--- src/rtl/imm_decode_ctrl_if.sv ---
// Fetch-side and ID/EX-side handshake bundle for the decode-stage immediate controller.
interface imm_decode_ctrl_if #(
    parameter int unsigned DATA_WIDTH = 32
);
    // fetch -> decode
    logic                  instr_valid;
    logic [DATA_WIDTH-1:0] instr;
    logic [DATA_WIDTH-1:0] pc;
    logic                  instr_ready;

    // decode -> execute
    logic                  ex_ready;
    logic                  id_valid;
    logic [DATA_WIDTH-1:0] id_imm;
    logic [DATA_WIDTH-1:0] id_pc;
    logic [4:0]            id_rd;
    logic                  id_illegal;

    modport master (
        output instr_valid,
        output instr,
        output pc,
        output ex_ready,
        input  instr_ready,
        input  id_valid,
        input  id_imm,
        input  id_pc,
        input  id_rd,
        input  id_illegal
    );

    modport slave (
        input  instr_valid,
        input  instr,
        input  pc,
        input  ex_ready,
        output instr_ready,
        output id_valid,
        output id_imm,
        output id_pc,
        output id_rd,
        output id_illegal
    );
endinterface

--- src/rtl/imm_decode_ctrl.sv ---
// Decode-stage immediate controller: opcode -> ImmSrc, one-entry ID/EX holding register, trap FSM.
// Optional DECODE_PERF_EN adds perf_accept / perf_stall counters.
module imm_decode_ctrl #(
    parameter int unsigned DATA_WIDTH = 32
) (
    input  logic                  clk,
    input  logic                  rst_n,
    imm_decode_ctrl_if.slave      bus,
    input  logic                  flush,
    output logic [2:0]            ImmSrc,
    output logic [DATA_WIDTH-8:0] Imm_i,
    input  logic [DATA_WIDTH-1:0] Imm_o
`ifdef DECODE_PERF_EN
    ,
    output logic [31:0]           perf_accept,
    output logic [31:0]           perf_stall
`endif
);

    localparam logic [6:0] OpImm    = 7'b0010011;
    localparam logic [6:0] OpLoad   = 7'b0000011;
    localparam logic [6:0] OpJalr   = 7'b1100111;
    localparam logic [6:0] OpLui    = 7'b0110111;
    localparam logic [6:0] OpAuipc  = 7'b0010111;
    localparam logic [6:0] OpStore  = 7'b0100011;
    localparam logic [6:0] OpBranch = 7'b1100011;
    localparam logic [6:0] OpJal    = 7'b1101111;
    localparam logic [6:0] OpReg    = 7'b0110011;

    localparam logic [2:0] SrcI = 3'b000;
    localparam logic [2:0] SrcU = 3'b001;
    localparam logic [2:0] SrcS = 3'b010;
    localparam logic [2:0] SrcB = 3'b011;
    localparam logic [2:0] SrcJ = 3'b100;

    typedef enum logic [1:0] {
        StIdle,
        StHold,
        StTrap
    } state_e;

    state_e state_q, state_d;

    logic [DATA_WIDTH-1:0] id_imm_q, id_pc_q;
    logic [4:0]            id_rd_q;
    logic                  id_illegal_q;

    logic       imm_zero;
    logic       rd_zero;
    logic       illegal;
    logic       accept;
    logic       ready;
    logic [6:0] opcode;

    assign opcode = bus.instr[6:0];

    // Opcode decode; R-type and unknown opcodes carry no immediate.
    always_comb begin
        ImmSrc   = SrcI;
        imm_zero = 1'b0;
        rd_zero  = 1'b0;
        illegal  = 1'b0;
        case (opcode)
            OpImm, OpLoad, OpJalr: ImmSrc = SrcI;
            OpLui, OpAuipc:        ImmSrc = SrcU;
            OpStore: begin
                ImmSrc  = SrcS;
                rd_zero = 1'b1;
            end
            OpBranch: begin
                ImmSrc  = SrcB;
                rd_zero = 1'b1;
            end
            OpJal:                 ImmSrc = SrcJ;
            OpReg:                 imm_zero = 1'b1;
            default: begin
                imm_zero = 1'b1;
                illegal  = 1'b1;
            end
        endcase
    end

    assign Imm_i = bus.instr_valid ? bus.instr[DATA_WIDTH-1:7] : '0;

    assign accept = bus.instr_valid & ready;

    // Next-state and handshake outputs; flush overrides every other transition.
    always_comb begin
        state_d      = state_q;
        ready        = 1'b0;
        bus.id_valid = (state_q == StHold);
        if (!rst_n) begin
            state_d = StIdle;
        end else if (flush) begin
            state_d = StIdle;
        end else begin
            case (state_q)
                StIdle: begin
                    ready = 1'b1;
                    if (bus.instr_valid) begin
                        state_d = StHold;
                    end
                end
                StHold: begin
                    // An illegal entry leaving the register freezes decode instead of refilling.
                    ready = bus.ex_ready & ~id_illegal_q;
                    if (bus.ex_ready) begin
                        if (id_illegal_q) begin
                            state_d = StTrap;
                        end else if (bus.instr_valid) begin
                            state_d = StHold;
                        end else begin
                            state_d = StIdle;
                        end
                    end
                end
                StTrap: begin
                    state_d = StTrap;
                end
                default: begin
                    state_d = StIdle;
                end
            endcase
        end
    end

    assign bus.instr_ready = ready;

    always_ff @(posedge clk) begin
        if (!rst_n) begin
            state_q      <= StIdle;
            id_imm_q     <= '0;
            id_pc_q      <= '0;
            id_rd_q      <= '0;
            id_illegal_q <= 1'b0;
        end else begin
            state_q <= state_d;
            if (accept) begin
                id_imm_q     <= imm_zero ? '0 : Imm_o;
                id_pc_q      <= bus.pc;
                id_rd_q      <= rd_zero ? 5'd0 : bus.instr[11:7];
                id_illegal_q <= illegal;
            end
        end
    end

    assign bus.id_imm     = id_imm_q;
    assign bus.id_pc      = id_pc_q;
    assign bus.id_rd      = id_rd_q;
    assign bus.id_illegal = id_illegal_q;

`ifdef DECODE_PERF_EN
    logic [31:0] perf_accept_q, perf_stall_q;

    always_ff @(posedge clk) begin
        if (!rst_n) begin
            perf_accept_q <= '0;
            perf_stall_q  <= '0;
        end else begin
            if (accept) begin
                perf_accept_q <= perf_accept_q + 32'd1;
            end
            if (bus.instr_valid && !ready) begin
                perf_stall_q <= perf_stall_q + 32'd1;
            end
        end
    end

    assign perf_accept = perf_accept_q;
    assign perf_stall  = perf_stall_q;
`endif

endmodule

--- src/flat_wrapper.sv ---
// flat-port wrapper written by rule: the top's interface ports become plain ports
module imm_decode_ctrl_flat 
#(
    parameter int unsigned DATA_WIDTH = 32
)
  (clk, rst_n, flush, ImmSrc, Imm_i, Imm_o, bus_instr_valid, bus_instr, bus_pc, bus_ex_ready, bus_instr_ready, bus_id_valid, bus_id_imm, bus_id_pc, bus_id_rd, bus_id_illegal);
  imm_decode_ctrl_if #(.DATA_WIDTH(DATA_WIDTH)) bus_i ();
  input  logic clk;
  input  logic rst_n;
  input  logic flush;
  output logic [2:0] ImmSrc;
  output logic [DATA_WIDTH-8:0] Imm_i;
  input  logic [DATA_WIDTH-1:0] Imm_o;
  input wire logic [$bits(bus_i.instr_valid)-1:0] bus_instr_valid;
  input wire logic [$bits(bus_i.instr)-1:0] bus_instr;
  input wire logic [$bits(bus_i.pc)-1:0] bus_pc;
  input wire logic [$bits(bus_i.ex_ready)-1:0] bus_ex_ready;
  output wire logic [$bits(bus_i.instr_ready)-1:0] bus_instr_ready;
  output wire logic [$bits(bus_i.id_valid)-1:0] bus_id_valid;
  output wire logic [$bits(bus_i.id_imm)-1:0] bus_id_imm;
  output wire logic [$bits(bus_i.id_pc)-1:0] bus_id_pc;
  output wire logic [$bits(bus_i.id_rd)-1:0] bus_id_rd;
  output wire logic [$bits(bus_i.id_illegal)-1:0] bus_id_illegal;
  assign bus_i.instr_valid = bus_instr_valid;
  assign bus_i.instr = bus_instr;
  assign bus_i.pc = bus_pc;
  assign bus_i.ex_ready = bus_ex_ready;
  assign bus_instr_ready = bus_i.instr_ready;
  assign bus_id_valid = bus_i.id_valid;
  assign bus_id_imm = bus_i.id_imm;
  assign bus_id_pc = bus_i.id_pc;
  assign bus_id_rd = bus_i.id_rd;
  assign bus_id_illegal = bus_i.id_illegal;
  imm_decode_ctrl #(.DATA_WIDTH(DATA_WIDTH)) u_core (.clk(clk), .rst_n(rst_n), .bus(bus_i), .flush(flush), .ImmSrc(ImmSrc), .Imm_i(Imm_i), .Imm_o(Imm_o));
endmodule
--- config.mk ---
export PLATFORM = sky130hd
export DESIGN_NAME = imm_decode_ctrl_flat
export DESIGN_NICKNAME = d
export VERILOG_FILES = /design/src/rtl/imm_decode_ctrl_if.sv /design/src/rtl/imm_decode_ctrl.sv /design/src/flat_wrapper.sv
export SDC_FILE = /design/constraint.sdc
export NUM_CORES = 1
export LEC_CHECK = 0
export BUFFER_PORTS_ARGS = -buffer_cell sky130_fd_sc_hd__clkbuf_2
export CAP_MARGIN = 20
export CORE_MARGIN = 10
export CORE_UTILIZATION = 40
export CTS_CLUSTER_SIZE = 16
export DETAILED_ROUTE_END_ITERATION = 10
export PLACE_DENSITY = 0.83
export SETUP_SLACK_MARGIN = 0.5
export SLEW_MARGIN = 15
export SYNTH_ARGS = -nofsm -noshare
export SYNTH_HDL_FRONTEND = slang
export SYNTH_SLANG_ARGS = --single-unit
--- constraint.sdc ---
create_clock -name clk -period 2.2 [get_ports clk]
set_input_delay 0.11 -clock clk [delete_from_list [all_inputs] [get_ports clk]]
set_output_delay 0.11 -clock clk [all_outputs]
set_load 0.01 [all_outputs]
==> flow_summary.html <==
<table>
<tr><th>Metric</th><th>Value</th></tr>
<tr><th colspan="2">Timing</th></tr>
<tr><td>Fin. max-slew vios</td><td>0</td></tr>
<tr><td>Setup ws final</td><td>605 ps</td></tr>
<tr><td>Hold WS</td><td>38.6 ps</td></tr>
<tr><td>Least-Margin Pin Slew</td><td>551 ps</td></tr>
<tr><td>Peak clock frequency supported by timing</td><td>0.627 GHz</td></tr>
<tr><td>Final period util</td><td>72.5%</td></tr>
<tr><td>Worst max-slew margin expressed relative to the limit</td><td>63.0%</td></tr>
<tr><td>Clock Skews</td><td>12.8 ps</td></tr>
<tr><td>Unrepaired setup endpoints after global routing</td><td>false</td></tr>
<tr><td>Final Hold Fails</td><td>0</td></tr>
<tr><td>Final total negative setup slack</td><td>0 ps</td></tr>
<tr><td>Shortest period the worst path allows</td><td>1600 ps</td></tr>
<tr><td>Final setup violating endpoints</td><td>0</td></tr>
<tr><th colspan="2">Global route</th></tr>
<tr><td>Initial antenna violation count</td><td>0</td></tr>
<tr><td>Global-route wire length before repair</td><td>16.7 mm</td></tr>
<tr><td>Pin count of the biggest net entering global routing</td><td>38</td></tr>
<tr><td>Via count of the first global-routing pass</td><td>3224</td></tr>
<tr><td>Congestion Overflow GR</td><td>0</td></tr>
<tr><td>Tot GR Track Use</td><td>20.2%</td></tr>
<tr><th colspan="2">Synthesis</th></tr>
<tr><td>Yosys top cell area share</td><td>52.2%</td></tr>
<tr><td>Gate count after technology mapping</td><td>288</td></tr>
<tr><td>Fraction of the mapped netlist area in compound gates</td><td>23.8%</td></tr>
<tr><td>Post-synth top cells</td><td>72 x dfxtp_1, 70 x nand2_1, 37 x a22o_1, 32 x a21boi_0, 26 x and2_1</td></tr>
<tr><td>Leading post-synthesis cells by cell area</td><td>dfxtp_1 52%, a22o_1 12%, nand2_1 9.5%, a21boi_0 8.7%, and2_1 5.9%</td></tr>
<tr><td>Most instantiated library cell after synthesis</td><td>dfxtp_1</td></tr>
<tr><td>Yosys warning total</td><td>0</td></tr>
<tr><td>Adder and majority cell fraction of the synthesized area</td><td>0%</td></tr>
<tr><td>Main combinational cell family by area after synthesis</td><td>compound AO/OA/AOI/OAI gates</td></tr>
<tr><td>Sequential area share after synthesis</td><td>52.2%</td></tr>
<tr><td>Post-synth EDFFs</td><td>0</td></tr>
<tr><td>Post-synthesis cell type with the largest combined area</td><td>dfxtp_1</td></tr>
<tr><td>Distinct cell type count of the synthesized netlist</td><td>27</td></tr>
<tr><td>Area of the mapped netlist</td><td>0.00276 sq mm</td></tr>
<tr><td>Synthesized area divided by synthesized cell count</td><td>9.58 sq um</td></tr>
<tr><td>Post-synthesis net count</td><td>389</td></tr>
<tr><td>Simple logic cell fraction of the synthesized area</td><td>19.4%</td></tr>
<tr><td>Share of the synthesized netlist area taken by xor and xnor gates</td><td>0%</td></tr>
<tr><td>Top_reg_cell synth</td><td>dfxtp_1</td></tr>
<tr><td>Post-synthesis mux area share</td><td>0%</td></tr>
<tr><td>Count of state elements after synthesis</td><td>72</td></tr>
<tr><td>Fraction of registers with async set/reset</td><td>0%</td></tr>
<tr><th colspan="2">Drt</th></tr>
<tr><td>DRC viols</td><td>0</td></tr>
<tr><td>Post-detailed-route count of antenna-violating nets</td><td>0</td></tr>
<tr><td>Via-per-instance ratio</td><td>4.98</td></tr>
<tr><td>DRT Pass-1 Iters</td><td>4</td></tr>
<tr><td>Final wirelength</td><td>11.1 mm</td></tr>
<tr><td>Via count</td><td>3156</td></tr>
<tr><td>Average wire per cell in the routed design</td><td>17.5 um</td></tr>
<tr><td>Iteration-0 DRC Markers</td><td>127</td></tr>
<tr><th colspan="2">Clocking</th></tr>
<tr><td>Buffers inserted during post-CTS setup optimization</td><td>0</td></tr>
<tr><td>Clock net sink count</td><td>72</td></tr>
<tr><td>Max Buffers Root-to-Sink</td><td>2</td></tr>
<tr><td>Clock tree root buffer cell</td><td>clkbuf_8</td></tr>
<tr><td>TritonCTS clock tree</td><td>built</td></tr>
<tr><td>Clk Latency, worst-skew pair</td><td>340 ps</td></tr>
<tr><td>Clock H-tree levels</td><td>3</td></tr>
<tr><td>Clk pin slew, worst setup/hold paths</td><td>80 ps</td></tr>
<tr><td>Number of buffers inserted during clock tree synthesis</td><td>9</td></tr>
<tr><th colspan="2">Run status</th></tr>
<tr><td>Outcome</td><td>complete, no violations</td></tr>
<tr><th colspan="2">Die</th></tr>
<tr><td>Die Y</td><td>103 um</td></tr>
<tr><td>Die X-Extent</td><td>103 um</td></tr>
<tr><td>Full die area</td><td>0.0106 sq mm</td></tr>
<tr><td>I/O pin total</td><td>201</td></tr>
<tr><td>Number of cell rows</td><td>30</td></tr>
<tr><td>Initial standard-cell utilization of the core</td><td>40.9%</td></tr>
<tr><td>Core Box Area</td><td>0.00676 sq mm</td></tr>
<tr><th colspan="2">Min path</th></tr>
<tr><td>Depth of the worst hold-timing path</td><td>3</td></tr>
<tr><td>Worst hold path startpoint</td><td>bus_pc[8]</td></tr>
<tr><td>Endpoint of the worst hold path</td><td>u_core.bus.id_pc[8]</td></tr>
<tr><td>Min-delay worst type</td><td>input pin to register</td></tr>
<tr><th colspan="2">Critical path</th></tr>
<tr><td>Number of cells traversed by the worst register-to-register path</td><td>5</td></tr>
<tr><td>Worst path required time</td><td>2480 ps</td></tr>
<tr><td>Worst reg2reg setup slack</td><td>600 ps</td></tr>
<tr><td>Top fanout value on the critical path</td><td>32</td></tr>
<tr><td>Setup crit end kind</td><td>register</td></tr>
<tr><td>Capture point of the worst reg-to-reg path</td><td>u_core.bus.id_imm[12]</td></tr>
<tr><td>CP Class</td><td>register to register</td></tr>
<tr><td>Arrival time of data at the critical path endpoint</td><td>1870 ps</td></tr>
<tr><td>Startpoint types</td><td>register</td></tr>
<tr><td>Worst flop-to-flop path startpoint</td><td>u_core.state_q[1]</td></tr>
<tr><th colspan="2">Pwr</th></tr>
<tr><td>Share of power burned in the clock network</td><td>39.8%</td></tr>
<tr><td>Switching portion of total power</td><td>24.6%</td></tr>
<tr><td>PwrDens</td><td>628 mW/mm^2</td></tr>
<tr><td>Proportion of power drawn by flip-flops and latches</td><td>46.1%</td></tr>
<tr><td>Internal portion of total power</td><td>2.21 mW</td></tr>
<tr><td>Part of the power in combinational logic</td><td>14.1%</td></tr>
<tr><td>IR drop worst, VDD</td><td>0.000427 V</td></tr>
<tr><td>Total power</td><td>2.93 mW</td></tr>
<tr><td>Leakage</td><td>2.25 nW</td></tr>
<tr><td>Net switching component of the power</td><td>721 uW</td></tr>
<tr><th colspan="2">Final layout</th></tr>
<tr><td>Area overhead of the layout relative to synthesis</td><td>69.1%</td></tr>
<tr><td>Count of inserted antenna diode cells</td><td>0</td></tr>
<tr><td>Layout net count</td><td>650</td></tr>
<tr><td>Layout Utilization</td><td>69.1%</td></tr>
<tr><td>Share of cells above drive strength 1</td><td>41.0%</td></tr>
<tr><th colspan="2">Place</th></tr>
<tr><td>Placer congestion estimate</td><td>0.751</td></tr>
<tr><td>DP HPWL</td><td>7.45 mm</td></tr>
<tr><td>I/O Buffers</td><td>200</td></tr>
<tr><td>Worst setup slack after placement</td><td>542 ps</td></tr>
<tr><th colspan="2">Flow run</th></tr>
<tr><td>Number of max-cap violations</td><td>0</td></tr>
</table>
-- cell usage in the layout, fill, tap and decap left out --
cell / instances
a211oi_4: 1
o211ai_1: 1
buf_6: 1
inv_6: 2
o211a_1: 1
dlygate4sd3_1: 63
a21boi_0: 32
bufinv_16: 2
clkinvlp_4: 1
nor3_1: 4
o21ai_0: 1
nand3_1: 1
a21oi_1: 3
o211ai_4: 1
nor4_2: 1
clkbuf_2: 200
nand2b_1: 3
nand3b_1: 1
buf_4: 6
inv_1: 3
inv_8: 1
nand2_1: 70
clkinv_2: 1
nor4_1: 1
and2_1: 26
clkbuf_8: 9
a31oi_1: 1
nor3b_4: 1
dfxtp_1: 72
a22o_1: 37
nor2_1: 4
nor2b_1: 1
a21o_1: 1
a2bb2oi_1: 1
-- through the flow --
stage	cells	instance area [sq um]
after floorplan	288	2760
after global placement	555	3810
after detailed placement	555	3810
after CTS	633	4650
after global routing	634	4670
final	634	4670
-- flip-flops by register name, indices dropped and copies added, names as in the netlist --
register and cells:
u_core.bus.id_imm 32, u_core.bus.id_pc 32, u_core.bus.id_rd 5, u_core.state_q 2, u_core.bus.id_illegal 1
-- kinds of logic after synthesis --
kind of cell           Yosys count
buffers and inverters           23
DFF                             72
AOI/OAI and AO/OA               80
and+or+nand+nor                113
-- metal layers --
metal | GRT usage [%] | share of wire (%) | up-vias
met5 | 0 | 0 | -
met4 | 7.38 | 2.4 | 0
met2 | 36.6 | 51 | 171
li1 | - | - | 1519
met1 | 20.0 | 36 | 1436
met3 | 8.98 | 11 | 30
-- cell type report --
class                      instances  area (sq um)
sequential                        72          1440
inverter                           3          11.3
fill                             503          2090
multi-input combinational        193          1200
timing repair buffer             270          1690
tap                               80           100
clock inverter                     7           101
clock buffer                       9           124
-- how the worst max path moves through the flow --
stage / from / end / slack, ps / depth (start not counted)
after CTS: u_core.state_q[1] / u_core.bus.id_imm[1] / 570 / 5
after floorplan: u_core.state_q[1] / u_core.bus.id_rd[2] / 690 / 6
final: u_core.state_q[1] / u_core.bus.id_imm[12] / 600 / 5
after global routing: u_core.state_q[1] / u_core.bus.id_pc[7] / 510 / 5
after global placement: rst_n / u_core.bus.id_imm[9] / 610 / 6
after detailed placement: rst_n / u_core.bus.id_imm[10] / 540 / 6
-- power by group through the flow --
stage                     Combinational (mW)  Clock [mW]  Sequential, mW
final                                  0.413        1.17            1.35
after floorplan                        0.133           0            1.39
after detailed placement               0.317           0            1.38
after CTS                              0.406        1.19            1.35
after global routing                   0.449        1.25            1.35
after global placement                 0.309           0            1.38
-- worst max-delay path, stage by stage (launching register included) --
cell and delay [ps]:
dfxtp_1 390, nor3b_4 260, o211ai_4 140, a211oi_4 170
buf_4 350, a22o_1 220
-- timing repair --
| action | 4_1_cts | 5_1_grt |
|---|---|---|
| resized for setup | 0 | 1 |
| endpoints found under the hold margin | 62 | 1 |
| endpoints found under the setup margin | 0 | 15 |
| hold buffers | 62 | 1 |
No activity file was read; power rests on OpenSTA's default activity.
